--- config.mk ---
export PLATFORM = sky130hd
export DESIGN_NAME = jh_adc_responder_flat
export DESIGN_NICKNAME = d
export VERILOG_FILES = /design/src/rtl/jh_adc_pkg.sv /design/src/rtl/jh_adc_responder_if.sv /design/src/rtl/jh_sync_fifo.sv /design/src/rtl/jh_adc_responder.sv /design/src/flat_wrapper.sv
export SDC_FILE = /design/constraint.sdc
export NUM_CORES = 1
export LEC_CHECK = 0
export CAP_MARGIN = 0
export CORE_MARGIN = 3
export CORE_UTILIZATION = 59
export DETAILED_ROUTE_END_ITERATION = 12
export GPL_TIMING_DRIVEN = 0
export PLACE_DENSITY = 0.92
export RECOVER_POWER = 100
export SLEW_MARGIN = 0
export SYNTH_ARGS = -nofsm -noshare
export SYNTH_HDL_FRONTEND = slang
export SYNTH_SLANG_ARGS = --single-unit
--- constraint.sdc ---
create_clock -name clock -period 6.8 [get_ports clock]
set_input_delay 1.36 -clock clock [delete_from_list [all_inputs] [get_ports clock]]
set_output_delay 1.36 -clock clock [all_outputs]
set_load 0.005 [all_outputs]
--- src/rtl/jh_adc_pkg.sv ---
// Shared definitions for the ADC responder: register offsets, command fields,
// the data-register valid flag and the conversion FSM state encoding.
package jh_adc_pkg;

  localparam logic [15:0] CMD_OFS  = 16'd0;
  localparam logic [15:0] DATA_OFS = 16'd4;

  localparam int START_BIT = 0;
  localparam int CH_LSB    = 1;
  localparam int CH_MSB    = 3;
  localparam int VALID_BIT = 15;

  typedef enum logic [1:0] {
    IDLE    = 2'd0,
    CONVERT = 2'd1,
    DONE    = 2'd2
  } adc_state_e;

  // A requested count of zero still means one conversion, and the count never
  // exceeds what the FIFO can hold, so a sequence can never overflow it.
  function automatic logic [6:0] clamp_count(input logic [6:0] raw, input int unsigned depth);
    if (raw == 7'd0) return 7'd1;
    if (32'(raw) > depth) return 7'(depth);
    return raw;
  endfunction

endpackage

--- src/rtl/jh_adc_responder_if.sv ---
// Avalon-style bus between the temperature master and the ADC responder.
interface jh_adc_responder_if;

  logic [15:0] bus_addr;
  logic [3:0]  bus_byte_enable;
  logic        bus_read;
  logic        bus_write;
  logic [15:0] bus_write_data;
  logic        bus_ack;
  logic [15:0] bus_read_data;

  modport master (
    output bus_addr, bus_byte_enable, bus_read, bus_write, bus_write_data,
    input  bus_ack, bus_read_data
  );

  modport slave (
    input  bus_addr, bus_byte_enable, bus_read, bus_write, bus_write_data,
    output bus_ack, bus_read_data
  );

endinterface

--- src/rtl/jh_sync_fifo.sv ---
// Single-clock FIFO with synchronous flush; DEPTH must be a power of two so
// the pointers wrap naturally.
module jh_sync_fifo #(
  parameter int DEPTH = 8,
  parameter int WIDTH = 12
) (
  input  logic                     clock,
  input  logic                     reset_n,
  input  logic                     flush,
  input  logic                     push,
  input  logic [WIDTH-1:0]         push_data,
  input  logic                     pop,
  output logic [WIDTH-1:0]         pop_data,
  output logic                     full,
  output logic                     empty,
  output logic [$clog2(DEPTH):0]   count
);

  localparam int AW = $clog2(DEPTH);

  logic [WIDTH-1:0] mem [DEPTH];
  logic [AW-1:0]    wr_ptr;
  logic [AW-1:0]    rd_ptr;
  logic             do_push;
  logic             do_pop;

  assign full     = (count == (AW+1)'(DEPTH));
  assign empty    = (count == '0);
  assign pop_data = mem[rd_ptr];
  assign do_pop   = pop && !empty;
  // A push while full only succeeds if a pop frees a slot in the same cycle.
  assign do_push  = push && (!full || do_pop);

  always_ff @(posedge clock or negedge reset_n) begin
    if (!reset_n) begin
      wr_ptr <= '0;
      rd_ptr <= '0;
      count  <= '0;
    end else if (flush) begin
      wr_ptr <= '0;
      rd_ptr <= '0;
      count  <= '0;
    end else begin
      if (do_push) wr_ptr <= wr_ptr + 1'b1;
      if (do_pop)  rd_ptr <= rd_ptr + 1'b1;
      if (do_push && !do_pop)      count <= count + 1'b1;
      else if (do_pop && !do_push) count <= count - 1'b1;
    end
  end

  always_ff @(posedge clock) begin
    if (do_push && !flush) mem[wr_ptr] <= push_data;
  end

endmodule

--- src/rtl/jh_adc_responder.sv ---
// Bus responder for the ADC controller: command/data registers, conversion
// sequencing toward the front-end, and a sample FIFO read through the data register.
module jh_adc_responder
  import jh_adc_pkg::*;
#(
  parameter logic [15:0] BASE_ADDR  = 16'h0000,
  parameter int          FIFO_DEPTH = 8,
  parameter int          SAMPLE_W   = 12
) (
  input  logic                clock,
  input  logic                reset_n,
  jh_adc_responder_if.slave   bus,
  output logic                conv_req,
  output logic [2:0]          conv_ch,
  input  logic                conv_valid,
  input  logic [SAMPLE_W-1:0] conv_data,
  output logic                busy
);

  localparam int CW = $clog2(FIFO_DEPTH) + 1;

  adc_state_e          state;
  logic                start_q;
  logic [6:0]          count_reg;
  logic [6:0]          sample_cnt;
  logic [15:0]         read_next;

  logic                req_any;
  logic                hit_cmd;
  logic                hit_data;
  logic                wr_en;
  logic                rd_en;
  logic                cmd_wr;
  logic                data_wr;
  logic                cmd_rd;
  logic                data_rd;
  logic                launch;
  logic                sample_take;

  logic                fifo_push;
  logic                fifo_pop;
  logic [SAMPLE_W-1:0] fifo_head;
  logic                fifo_full;
  logic                fifo_empty;
  logic [CW-1:0]       fifo_count;
  logic                fifo_avail;

  // Every request is acknowledged, mapped or not; the ack cycle itself never
  // accepts, which keeps a held request from being counted twice.
  assign req_any  = (bus.bus_read || bus.bus_write) && !bus.bus_ack;
  assign hit_cmd  = (bus.bus_addr == 16'(BASE_ADDR + CMD_OFS));
  assign hit_data = (bus.bus_addr == 16'(BASE_ADDR + DATA_OFS));
  assign wr_en    = req_any && bus.bus_write && bus.bus_byte_enable[0];
  assign rd_en    = req_any && bus.bus_read && !bus.bus_write;
  assign cmd_wr   = wr_en && hit_cmd;
  assign data_wr  = wr_en && hit_data;
  assign cmd_rd   = rd_en && hit_cmd;
  assign data_rd  = rd_en && hit_data;

  assign launch      = cmd_wr && bus.bus_write_data[START_BIT] && !start_q && (state != CONVERT);
  // The request cycle is not part of the wait window, so a result strobe is
  // only taken once the request has actually gone out.
  assign sample_take = (state == CONVERT) && !conv_req && conv_valid;
  assign fifo_push   = sample_take && !fifo_full;
  assign fifo_pop    = data_rd && !fifo_empty;
  assign fifo_avail  = (fifo_count != '0);
  assign busy        = (state == CONVERT);

  jh_sync_fifo #(
    .DEPTH (FIFO_DEPTH),
    .WIDTH (SAMPLE_W)
  ) u_fifo (
    .clock     (clock),
    .reset_n   (reset_n),
    .flush     (launch),
    .push      (fifo_push),
    .push_data (conv_data),
    .pop       (fifo_pop),
    .pop_data  (fifo_head),
    .full      (fifo_full),
    .empty     (fifo_empty),
    .count     (fifo_count)
  );

  always_comb begin
    read_next = '0;
    if (data_rd && fifo_avail) begin
      read_next[VALID_BIT]      = 1'b1;
      read_next[SAMPLE_W-1:0]   = fifo_head;
    end else if (cmd_rd) begin
      read_next[0] = (state == DONE);
    end
  end

  always_ff @(posedge clock or negedge reset_n) begin
    if (!reset_n) begin
      bus.bus_ack       <= 1'b0;
      bus.bus_read_data <= '0;
      start_q           <= 1'b0;
      count_reg         <= 7'd1;
    end else begin
      bus.bus_ack       <= req_any;
      bus.bus_read_data <= read_next;
      if (cmd_wr)
        start_q <= bus.bus_write_data[START_BIT];
      if (data_wr && (state != CONVERT))
        count_reg <= clamp_count(bus.bus_write_data[6:0], FIFO_DEPTH);
    end
  end

  // Conversion sequencer: one request per sample, next request issued the
  // cycle after a result arrives until the programmed count is reached.
  always_ff @(posedge clock or negedge reset_n) begin
    if (!reset_n) begin
      state      <= IDLE;
      conv_req   <= 1'b0;
      conv_ch    <= 3'd0;
      sample_cnt <= 7'd0;
    end else begin
      conv_req <= 1'b0;
      if (cmd_wr && (state != CONVERT))
        conv_ch <= bus.bus_write_data[CH_MSB:CH_LSB];
      case (state)
        IDLE, DONE: begin
          if (launch) begin
            state      <= CONVERT;
            conv_req   <= 1'b1;
            sample_cnt <= 7'd0;
          end
        end
        CONVERT: begin
          if (sample_take) begin
            sample_cnt <= sample_cnt + 7'd1;
            if (sample_cnt + 7'd1 == count_reg) state <= DONE;
            else                                conv_req <= 1'b1;
          end
        end
        default: state <= IDLE;
      endcase
    end
  end

endmodule

--- src/flat_wrapper.sv ---
// flat-port wrapper written by rule: the top's interface ports become plain ports
module jh_adc_responder_flat import jh_adc_pkg::*;
#(
  parameter logic [15:0] BASE_ADDR  = 16'h0000,
  parameter int          FIFO_DEPTH = 8,
  parameter int          SAMPLE_W   = 12
)
  (clock, reset_n, conv_req, conv_ch, conv_valid, conv_data, busy, bus_bus_addr, bus_bus_byte_enable, bus_bus_read, bus_bus_write, bus_bus_write_data, bus_bus_ack, bus_bus_read_data);
  jh_adc_responder_if bus_i ();
  input  logic clock;
  input  logic reset_n;
  output logic conv_req;
  output logic [2:0] conv_ch;
  input  logic conv_valid;
  input  logic [SAMPLE_W-1:0] conv_data;
  output logic busy;
  input wire logic [$bits(bus_i.bus_addr)-1:0] bus_bus_addr;
  input wire logic [$bits(bus_i.bus_byte_enable)-1:0] bus_bus_byte_enable;
  input wire logic [$bits(bus_i.bus_read)-1:0] bus_bus_read;
  input wire logic [$bits(bus_i.bus_write)-1:0] bus_bus_write;
  input wire logic [$bits(bus_i.bus_write_data)-1:0] bus_bus_write_data;
  output wire logic [$bits(bus_i.bus_ack)-1:0] bus_bus_ack;
  output wire logic [$bits(bus_i.bus_read_data)-1:0] bus_bus_read_data;
  assign bus_i.bus_addr = bus_bus_addr;
  assign bus_i.bus_byte_enable = bus_bus_byte_enable;
  assign bus_i.bus_read = bus_bus_read;
  assign bus_i.bus_write = bus_bus_write;
  assign bus_i.bus_write_data = bus_bus_write_data;
  assign bus_bus_ack = bus_i.bus_ack;
  assign bus_bus_read_data = bus_i.bus_read_data;
  jh_adc_responder #(.BASE_ADDR(BASE_ADDR), .FIFO_DEPTH(FIFO_DEPTH), .SAMPLE_W(SAMPLE_W)) u_core (.clock(clock), .reset_n(reset_n), .bus(bus_i), .conv_req(conv_req), .conv_ch(conv_ch), .conv_valid(conv_valid), .conv_data(conv_data), .busy(busy));
endmodule
==> impl_metrics.env, run 1 <==
export IMPL_clock_latency_ns=0.53
export IMPL_drc=0
export IMPL_gp_congestion=0.806
export IMPL_p_seq_share_pct=46.4
export IMPL_fin_crit_ns=4.45
export IMPL_grt_pass1_wl_mm=21.1
export IMPL_postCtsSetupRepairBufs=0
export IMPL_largest_register="u_core.u_fifo.mem"
export IMPL_synth_edf_count=96
export IMPL_gr_total_overflow=0
export IMPL_pwr_share_comb_pct=9.0
export IMPL_rsz0062_at_grt="false"
export IMPL_yosysWarningCount=0
export IMPL_cts_sinks=141
export IMPL_synth_top_family_by_area="multiplexers"
export IMPL_synth_xor_area_share_pct=1.98
export IMPL_fin_cells=585
export IMPL_grt_pass1_vias=3839
export IMPL_sw_frac_of_total_pct=24.8
export IMPL_pwr_share_clk_pct=44.7
export IMPL_largest_register_ff_count=96
export IMPL_internal_power_mw=1.62
export IMPL_drtIter0Drc=275
export IMPL_finalWorstSetupSlack_ns=2.35
export IMPL_muxShareOfSynthArea_pct=12.8
export IMPL_coreArea_mm2=0.00937
export IMPL_h_tree_depth=4
export IMPL_maxSlewHeadroom_pct=4.65
export IMPL_grt_usage_pct=26.0
export IMPL_synth_seq_area_share_pct=69.6
export IMPL_ys_types=45
export IMPL_die_x_um=105
export IMPL_r2r_cells=12
export IMPL_ios=75
export IMPL_hold_violations=0
export IMPL_grt_max_degree=24
export IMPL_fin_nets=503
export IMPL_fin_util_pct=76.0
export IMPL_synth_area_mm2=0.00576
export IMPL_fin_skew_ns=0.0140
export IMPL_fmax_ghz=0.225
export IMPL_fin_setup_tns_ns=0
export IMPL_required_ns=7.26
export IMPL_initial_core_util_pct=61.5
export IMPL_dpl_cell_count=553
export IMPL_first_pass_iters=5
export IMPL_synth_flop_cell="edfxtp_1"
export IMPL_cp_max_fo=10
export IMPL_p_sw_mw=0.535
export IMPL_antenna_found_initial=0
export IMPL_p_leak_nw=2.64
export IMPL_min_from="u_core.bus.bus_ack$_DFF_PN0_"
export IMPL_synth_compound_area_share_pct=3.43
export IMPL_irDropWorstVdd_mv=0.237
export IMPL_setup_viol=0
export IMPL_cts_tree="done"
export IMPL_ant_nets=0
export IMPL_post_drt_wl_per_cell_um=22.8
export IMPL_hold_end="u_core.bus.bus_ack$_DFF_PN0_"
export IMPL_async_flop_share_pct=31.9
export IMPL_synth_top_cells_by_count="edfxtp_1, dfrtp_1, nor2_1"
export IMPL_dp_slack_ns=2.02
export IMPL_critPathKind="primary input to flop"
export IMPL_slew_viol_final=0
export IMPL_power_density_mw_per_mm2=302
export IMPL_dp_hpwl_mm=8.02
export IMPL_syn_inst=360
export IMPL_reg2reg_to="u_core.u_fifo.count[3]$_DFFE_PN0P_"
export IMPL_dieArea_mm2=0.0110
export IMPL_status="finished clean"
export IMPL_n_antenna_cell=0
export IMPL_final_period_utilization_pct=65.4
export IMPL_max_slew_worst_pin_slew_ns=1.42
export IMPL_cp_arrival_ns=4.91
export IMPL_cts_root_buf="clkbuf_8"
export IMPL_start_kind="primary input"
export IMPL_portBuffers=59
export IMPL_yosysTopAreaCell="edfxtp_1"
export IMPL_synth_area_leaders="edfxtp_1, dfrtp_1, mux4_2"
export IMPL_hold_path_class="flop to flop"
export IMPL_drt_total_wl_mm=13.3
export IMPL_cap_viol_max_count=0
export IMPL_cts_inserted_buffers=17
export IMPL_synth_most_common_cell="edfxtp_1"
export IMPL_synth_top_area_share_pct=50.0
export IMPL_reg_top3="u_core.u_fifo.mem: 96 flops, u_core.bus.bus_read_data: 13 flops"
export IMPL_cts_hold_buf=0
export IMPL_reg2reg_slack_ns=3.13
export IMPL_row_count=35
export IMPL_synth_fa_ha_area_share_pct=1.65
export IMPL_r2r_start="u_core.u_fifo.count[1]$_DFFE_PN0P_"
export IMPL_clk_transition_reported_paths_ns=0.06
export IMPL_synthSimpleGateAreaFrac_pct=8.70
export IMPL_drive_gt1_share_pct=14.0
export IMPL_via_per_inst=6.07
export IMPL_die_h_um=105
export IMPL_min_path_cells=1
export IMPL_hold_ws_ns=0.466
export IMPL_clk_path_buf_depth=2
export IMPL_cp_end_kind="flop"
export IMPL_post_cts_resized=0
export IMPL_syn_avg_cell_area_um2=16.0
export IMPL_synth_seq_cells=141
export IMPL_synthToLayoutAreaGrowth_pct=23.6
export IMPL_dr_total_vias=3550
-- through the flow --
stage / total power, mW / area [um^2]
2_1_floorplan: 1.12 / 5770
3_3_place_gp: 1.18 / 6520
3_5_place_dp: 1.21 / 6580
4_1_cts: 2.17 / 7190
5_1_grt: 2.23 / 7120
6_report: 2.15 / 7120
-- area by class of cell --
cell class	instances	area, um^2
plain buffers	16	75.1
flip-flops and latches	141	4010
repair buffers	62	596
clock buffers	18	418
fillers	542	2250
well taps	129	161
clock inverters	14	195
multi-input cells	197	1640
inverters	8	30.0
-- how the worst max path moves through the flow --
stage / from / end / slack, ns / cells past startpoint
5_1_grt: bus_bus_addr[5] / u_core.u_fifo.count[3]$_DFFE_PN0P_ / 2.07 / 14
3_3_place_gp: conv_valid / u_core.u_fifo.mem[0][5]$_DFFE_PP_ / 2.11 / 5
6_report: bus_bus_addr[5] / u_core.u_fifo.count[3]$_DFFE_PN0P_ / 2.35 / 14
3_5_place_dp: bus_bus_addr[6] / u_core.u_fifo.count[3]$_DFFE_PN0P_ / 2.02 / 14
2_1_floorplan: bus_bus_addr[13] / u_core.u_fifo.count[3]$_DFFE_PN0P_ / 3.01 / 13
4_1_cts: bus_bus_addr[6] / u_core.u_fifo.count[3]$_DFFE_PN0P_ / 2.55 / 14
-- routing by layer --
layer	track usage, %	vias up	wire length [um]
met1	30.5	1789	4950
met5	0	-	0
met2	44.8	196	6990
met3	7.72	37	1010
li1	-	1528	-
met4	10.7	0	354
-- worst max-delay path, stage by stage --
cell	delay (ns)
dlygate4sd3_1	0.53
nor4_1	0.28
and4_1	0.36
nand4bb_1	0.14
clkbuf_1	0.26
clkbuf_1	0.37
ha_1	0.37
inv_1	0.10
ha_1	0.24
a21o_1	0.17
a21oi_1	0.17
xnor2_1	0.09
or3_1	0.30
a21oi_1	0.14
-- power groups by stage --
stage	registers, mW	logic, mW	clock network [mW]
2_1_floorplan	1.00	0.124	0
3_3_place_gp	1.01	0.174	0
3_5_place_dp	1.02	0.192	0
6_report	0.999	0.193	0.962
5_1_grt	1.00	0.220	1.01
4_1_cts	1.00	0.198	0.970
-- placed cells by master (no fill, tap or decap), types with 8 or more instances in the layout --
cell type,synthesis,layout
xor2_1,8,8
inv_1,8,8
dfrtp_1,44,44
dlygate4sd3_1,0,34
clkbuf_16,0,16
o21ai_0,14,17
nand3_1,9,9
nand2_1,21,21
edfxtp_1,96,96
nor2_1,31,33
clkdlybuf4s50_1,0,24
mux2i_1,15,15
mux4_2,24,24
clkbuf_1,6,13
-- cell families after synthesis --
| family | after synthesis |
|---|---|
| xor gates and xnor gates | 13 |
| DFF | 141 |
| other | 1 |
| muxes | 43 |
| adders and majority gates | 7 |
| buffers and inverters | 24 |
| AOI/OAI and AO/OA | 34 |
| and+or+nand+nor | 97 |
Note: power is estimated with default switching activity, not from simulation.
==> run 2, diff against run 1 <==
--- a/config.mk
+++ b/config.mk
@@ -7,10 +7,10 @@
 export LEC_CHECK = 0
 export CAP_MARGIN = 0
 export CORE_MARGIN = 3
-export CORE_UTILIZATION = 59
+export CORE_UTILIZATION = 49
 export DETAILED_ROUTE_END_ITERATION = 12
 export GPL_TIMING_DRIVEN = 0
-export PLACE_DENSITY = 0.92
+export PLACE_DENSITY = 0.83
 export RECOVER_POWER = 100
 export SLEW_MARGIN = 0
 export SYNTH_ARGS = -nofsm -noshare
==> constraint.sdc (replaced) <==
create_clock -name clock -period 4 [get_ports clock]
set_input_delay 0.8 -clock clock [delete_from_list [all_inputs] [get_ports clock]]
set_output_delay 0.8 -clock clock [all_outputs]
set_load 0.005 [all_outputs]
==> impl_metrics.env, run 2 (synthesized netlist as in run 1, its figures left out) <==
export IMPL_postCtsSetupRepairBufs=0
export IMPL_grt_pass1_wl_mm=19.0
export IMPL_first_pass_iters=4
export IMPL_finalWorstSetupSlack_ns=0.313
export IMPL_fin_skew_ns=0.0118
export IMPL_cpMaxStageDelayCell="clkdlybuf4s50_1"
export IMPL_p_total_mw=3.59
export IMPL_grt_usage_pct=19.8
export IMPL_cts_inserted_buffers=17
export IMPL_dr_total_vias=3403
export IMPL_drive_gt1_share_pct=13.3
export IMPL_maxSlewHeadroom_pct=-33.8
export IMPL_cts_tree="done"
export IMPL_rsz0062_at_grt="false"
export IMPL_largest_register_ff_count=96
export IMPL_crit_chain="clkdlybuf4s50_1 -> nor4_1 -> and4_1 -> nand4bb_1 -> buf_2 -> clkbuf_1 -> ha_1 -> inv_1 -> ha_1 -> a21o_1 -> a21oi_1 -> xnor2_1 -> or3_1 -> a21oi_1"
export IMPL_drt_total_wl_mm=12.1
export IMPL_hold_path_class="primary input to async pin"
export IMPL_fin_crit_ns=3.69
export IMPL_post_cts_resized=0
export IMPL_final_cell_mix="edfxtp_1, dfrtp_1, nor2_1, dlygate4sd3_1, clkdlybuf4s50_1"
export IMPL_cts_root_buf="clkbuf_16"
export IMPL_cp_arrival_ns=4.02
export IMPL_hold_violations=0
export IMPL_dp_hpwl_mm=7.78
export IMPL_reg_top3="u_core.u_fifo.mem: 96 flops, u_core.bus.bus_read_data: 13 flops"
export IMPL_slew_viol_final=35
export IMPL_fmax_ghz=0.271
export IMPL_clk_path_buf_depth=2
export IMPL_power_density_mw_per_mm2=504
export IMPL_synthToLayoutAreaGrowth_pct=23.6
export IMPL_cp_buffers_inverters=4
export IMPL_required_ns=4.34
export IMPL_dpl_cell_count=564
export IMPL_cts_hold_buf=0
export IMPL_cts_sinks=141
export IMPL_gp_congestion=0.883
export IMPL_n_antenna_cell=0
export IMPL_ios=75
export IMPL_coreArea_mm2=0.0112
export IMPL_cp_max_fo=10
export IMPL_drtIter0Drc=263
export IMPL_cp_end_kind="flop"
export IMPL_irDropWorstVdd_mv=0.487
export IMPL_ant_nets=0
export IMPL_status="complete, but fails checks"
export IMPL_clk_transition_reported_paths_ns=0.06
export IMPL_p_leak_nw=2.62
export IMPL_final_common_cell="edfxtp_1"
export IMPL_drc=0
export IMPL_dp_slack_ns=-0.148
export IMPL_fin_nets=504
export IMPL_cpLargestDelayFamily="simple AND/OR/NAND/NOR gates"
export IMPL_cp_slowest_stage_delay_ns=0.40
export IMPL_cap_viol_max_count=1
export IMPL_grt_pass1_vias=3588
export IMPL_grt_max_degree=35
export IMPL_die_h_um=114
export IMPL_portBuffers=59
export IMPL_post_drt_wl_per_cell_um=20.2
export IMPL_via_per_inst=5.70
export IMPL_fin_cells=597
export IMPL_antenna_found_initial=0
export IMPL_dieArea_mm2=0.0131
export IMPL_die_x_um=114
export IMPL_clock_latency_ns=0.42
export IMPL_final_period_utilization_pct=92.2
export IMPL_setup_viol=0
export IMPL_h_tree_depth=4
export IMPL_hold_ws_ns=0.385
export IMPL_max_slew_worst_pin_slew_ns=2.01
export IMPL_start_kind="primary input"
export IMPL_violations="capacitance limit, slew limit"
export IMPL_gr_total_overflow=0
export IMPL_critPathKind="primary input to flop"
export IMPL_row_count=38
export IMPL_fin_area_mm2=0.00712
export IMPL_dpl_cell_area_mm2=0.00659
export IMPL_initial_core_util_pct=51.6
export IMPL_largest_register="u_core.u_fifo.mem"
## run 2: final timing paths
path	from	to	slack, ns	cells past startpoint
setup / recovery	bus_bus_addr[6]	u_core.u_fifo.count[3]$_DFFE_PN0P_	0.31	14
hold / removal	reset_n	u_core.bus.bus_read_data[10]$_DFF_PN0_	0.38	1
max in group asynchronous	reset_n	u_core.conv_ch[2]$_DFFE_PN0P_	1.32	2
hold reg to reg	u_core.bus.bus_ack$_DFF_PN0_	u_core.bus.bus_ack$_DFF_PN0_	0.46	1
setup reg to reg	u_core.u_fifo.count[1]$_DFFE_PN0P_	u_core.u_fifo.count[3]$_DFFE_PN0P_	0.56	12
min in group clock	u_core.bus.bus_ack$_DFF_PN0_	u_core.bus.bus_ack$_DFF_PN0_	0.46	1
## run 2: power breakdown
part,switching [mW],leakage (nW),internal (mW),total [mW]
Sequential,0.0765,1.47,1.62,1.70
Combinational,0.158,0.864,0.156,0.315
Clock,0.624,0.288,0.952,1.58
Total,0.859,2.62,2.73,3.59
## run 2: metrics by stage
step	utilization, %	TNS, ns
after floorplan	-	0
after global placement	58.5	-5.22
after detailed placement	58.9	-0.148
after CTS	64.3	0
after global routing	63.8	0
final	63.8	0
## run 2: routing by layer
layer,wire (um),up-vias,part of all wire [%],track usage [%]
li1,-,1530,-,-
met2,6310,127,52,34.6
met1,4750,1737,39,24.0
met3,936,9,7.8,5.50
met5,0,-,0,0
met4,64,0,0.53,6.02
## run 2: final cells by class
type	instances	area (um^2)
multi-input combinational	197	1640
inverter	8	30.0
buffer	16	72.6
fill	775	4050
timing repair buffer	63	599
tap	140	175
clock buffer	19	443
clock inverter	13	156
sequential	141	4010
## run 2: worst register-to-register path, cell delays in order, from the launching register on
cell       delay [ns]
dfrtp_1          0.43
o41ai_1          0.47
nand4bb_1        0.19
buf_2            0.22
clkbuf_1         0.49
ha_1             0.33
inv_1            0.08
ha_1             0.28
a21o_1           0.18
a21oi_1          0.17
xnor2_1          0.09
or3_1            0.30
a21oi_1          0.14
==> run 3, diff against run 2 <==
--- a/config.mk
+++ b/config.mk
@@ -6,6 +6,7 @@
 export NUM_CORES = 1
 export LEC_CHECK = 0
 export CAP_MARGIN = 0
+export CORE_ASPECT_RATIO = 0.9
 export CORE_MARGIN = 3
 export CORE_UTILIZATION = 49
 export DETAILED_ROUTE_END_ITERATION = 12
==> impl_metrics.env, run 3 (synthesized netlist as in run 1, its figures left out) <==
export IMPL_cts_tree="done"
export IMPL_post_cts_resized=0
export IMPL_maxSlewHeadroom_pct=8.54
export IMPL_dieArea_mm2=0.0131
export IMPL_start_kind="primary input"
export IMPL_largest_register_ff_count=96
export IMPL_fin_skew_ns=0.00696
export IMPL_clk_transition_reported_paths_ns=0.06
export IMPL_cp_slowest_stage_delay_ns=0.72
export IMPL_cpLargestDelayFamily="simple AND/OR/NAND/NOR gates"
export IMPL_irDropWorstVdd_mv=0.433
export IMPL_grt_pass1_vias=3571
export IMPL_ant_nets=0
export IMPL_gp_congestion=0.817
export IMPL_fin_util_pct=64.7
export IMPL_pwr_share_comb_pct=8.3
export IMPL_p_leak_nw=2.67
export IMPL_cp_buffers_inverters=2
export IMPL_sw_frac_of_total_pct=21.8
export IMPL_dr_wl_met2_mm=6.34
export IMPL_slew_viol_final=0
export IMPL_die_h_um=109
export IMPL_setup_viol=0
export IMPL_cts_inserted_buffers=17
export IMPL_multi_input_area_mm2=0.00164
export IMPL_h_tree_depth=4
export IMPL_drt_total_wl_mm=11.9
export IMPL_via_per_inst=5.60
export IMPL_fin_crit_ns=3.56
export IMPL_min_path_cells=1
export IMPL_clk_path_buf_depth=2
export IMPL_portBuffers=59
export IMPL_cp_max_fo=7
export IMPL_synthToLayoutAreaGrowth_pct=25.4
export IMPL_seqCellArea_mm2=0.00401
export IMPL_dpl_cell_count=576
export IMPL_coreArea_mm2=0.0112
export IMPL_final_period_utilization_pct=89.1
export IMPL_p_seq_share_pct=44.0
export IMPL_ios=75
export IMPL_max_slew_worst_pin_slew_ns=1.37
export IMPL_cap_viol_max_count=0
export IMPL_clock_latency_ns=0.41
export IMPL_p_sw_mw=0.840
export IMPL_hold_violations=0
export IMPL_fin_cells=607
export IMPL_internal_power_mw=3.01
export IMPL_post_drt_wl_per_cell_um=19.5
export IMPL_first_pass_iters=5
export IMPL_largest_register="u_core.u_fifo.mem"
export IMPL_drc=0
export IMPL_rsz0062_at_grt="false"
export IMPL_reg_top3="u_core.u_fifo.mem: 96 flops, u_core.bus.bus_read_data: 13 flops"
export IMPL_fill_cells=786
export IMPL_pwr_share_clk_pct=47.7
export IMPL_antenna_found_initial=0
export IMPL_dp_hpwl_mm=7.46
export IMPL_fmax_ghz=0.281
export IMPL_grt_pass1_wl_mm=19.1
export IMPL_path_depth=6
export IMPL_cp_end_kind="flop"
export IMPL_n_antenna_cell=0
export IMPL_final_cell_mix="edfxtp_1, dfrtp_1, dlygate4sd3_1, nor2_1"
export IMPL_status="finished clean"
export IMPL_cts_hold_buf=0
export IMPL_crit_chain="dlygate4sd3_1 -> nand4bb_1 -> a21oi_1 -> nand2_1 -> nor3_1 -> clkbuf_1"
export IMPL_hold_ws_ns=0.459
export IMPL_drtIter0Drc=334
export IMPL_gr_total_overflow=0
export IMPL_wl_met3_um=562
export IMPL_met1Wirelength_mm=4.77
export IMPL_fin_nets=502
export IMPL_grt_usage_pct=19.6
export IMPL_cts_sinks=141
export IMPL_critPathKind="primary input to flop"
export IMPL_cpMaxStageDelayCell="nor3_1"
export IMPL_required_ns=4.05
export IMPL_initial_core_util_pct=51.6
export IMPL_drive_gt1_share_pct=13.6
export IMPL_cts_root_buf="clkbuf_16"
export IMPL_dr_total_vias=3401
export IMPL_r2r_cells=11
export IMPL_power_density_mw_per_mm2=533
export IMPL_postCtsSetupRepairBufs=0
export IMPL_final_common_cell="edfxtp_1"
export IMPL_hold_path_class="flop to flop"
export IMPL_cp_arrival_ns=3.61
export IMPL_grt_max_degree=27
export IMPL_highest_layer="met4"
export IMPL_row_count=36
export IMPL_die_x_um=120
==> run 3: cell count changes in the layout (fill, tap and decap cells not counted), sizes merged <==
| cell | before | now |
|---|---|---|
| dlygate4sd3 | 33 | 34 |
| inv | 14 | 10 |
| clkinvlp | 2 | 0 |
| clkbuf | 34 | 31 |
| clkdlybuf4s50 | 25 | 24 |
| clkinv | 3 | 5 |
| bufinv | 2 | 7 |
==> run 3: worst reg2reg max path, stage by stage (launching register included) <==
cell	delay [ns]
dfrtp_1	0.44
o41ai_1	0.42
nand4bb_1	0.19
buf_2	0.36
ha_1	0.32
inv_1	0.10
ha_1	0.29
a21o_1	0.18
a21oi_1	0.17
xnor2_1	0.10
or3_1	0.31
a21oi_1	0.15
==> run 3: power groups by stage <==
stage          combinational (mW)  clock, mW  sequential [mW]
2_1_floorplan               0.211          0             1.70
3_3_place_gp                0.296          0             1.71
3_5_place_dp                0.323          0             1.72
4_1_cts                     0.330       1.86             1.70
5_1_grt                     0.363       1.92             1.71
6_report                    0.320       1.84             1.70
==> run 3: final timing paths <==
kind	from	end	slack (ns)
setup / recovery	conv_valid	u_core.u_fifo.mem[1][11]$_DFFE_PP_	0.44
hold / removal	u_core.bus.bus_ack$_DFF_PN0_	u_core.bus.bus_ack$_DFF_PN0_	0.46
setup reg to reg	u_core.u_fifo.count[1]$_DFFE_PN0P_	u_core.u_fifo.count[3]$_DFFE_PN0P_	0.91
hold reg to reg	u_core.bus.bus_ack$_DFF_PN0_	u_core.bus.bus_ack$_DFF_PN0_	0.46
max in group asynchronous	reset_n	u_core.bus.bus_read_data[10]$_DFF_PN0_	1.55
min in group asynchronous	reset_n	u_core.bus.bus_read_data[0]$_DFF_PN0_	0.61
==> run 3: layer usage <==
metal / vias to the layer above / global-route usage (%)
met2: 114 / 34.5
met1: 1739 / 23.7
met5: - / 0
met3: 21 / 5.24
li1: 1527 / -
met4: 0 / 6.88
==> run 3: area by class of cell <==
type	instances	share of cell area, %
repair buffers	62	8.24
clock buffers	18	5.94
inverters	8	0.416
flip-flops and latches	141	55.5
well taps	152	2.63
multi-input cells	197	22.7
plain buffers	15	0.952
clock inverters	14	3.65
==> run 3: metrics by stage <==
| step | cell area [um^2] | setup WS, ns | setup TNS (ns) | power [mW] |
|---|---|---|---|---|
| 2_1_floorplan | 5770 | 0.774 | 0 | 1.91 |
| 3_3_place_gp | 6550 | -0.172 | -3.92 | 2.01 |
| 3_5_place_dp | 6600 | -0.217 | -0.217 | 2.05 |
| 4_1_cts | 7290 | 0.224 | 0 | 3.88 |
| 5_1_grt | 7230 | 0.168 | 0 | 3.99 |
| 6_report | 7230 | 0.438 | 0 | 3.85 |
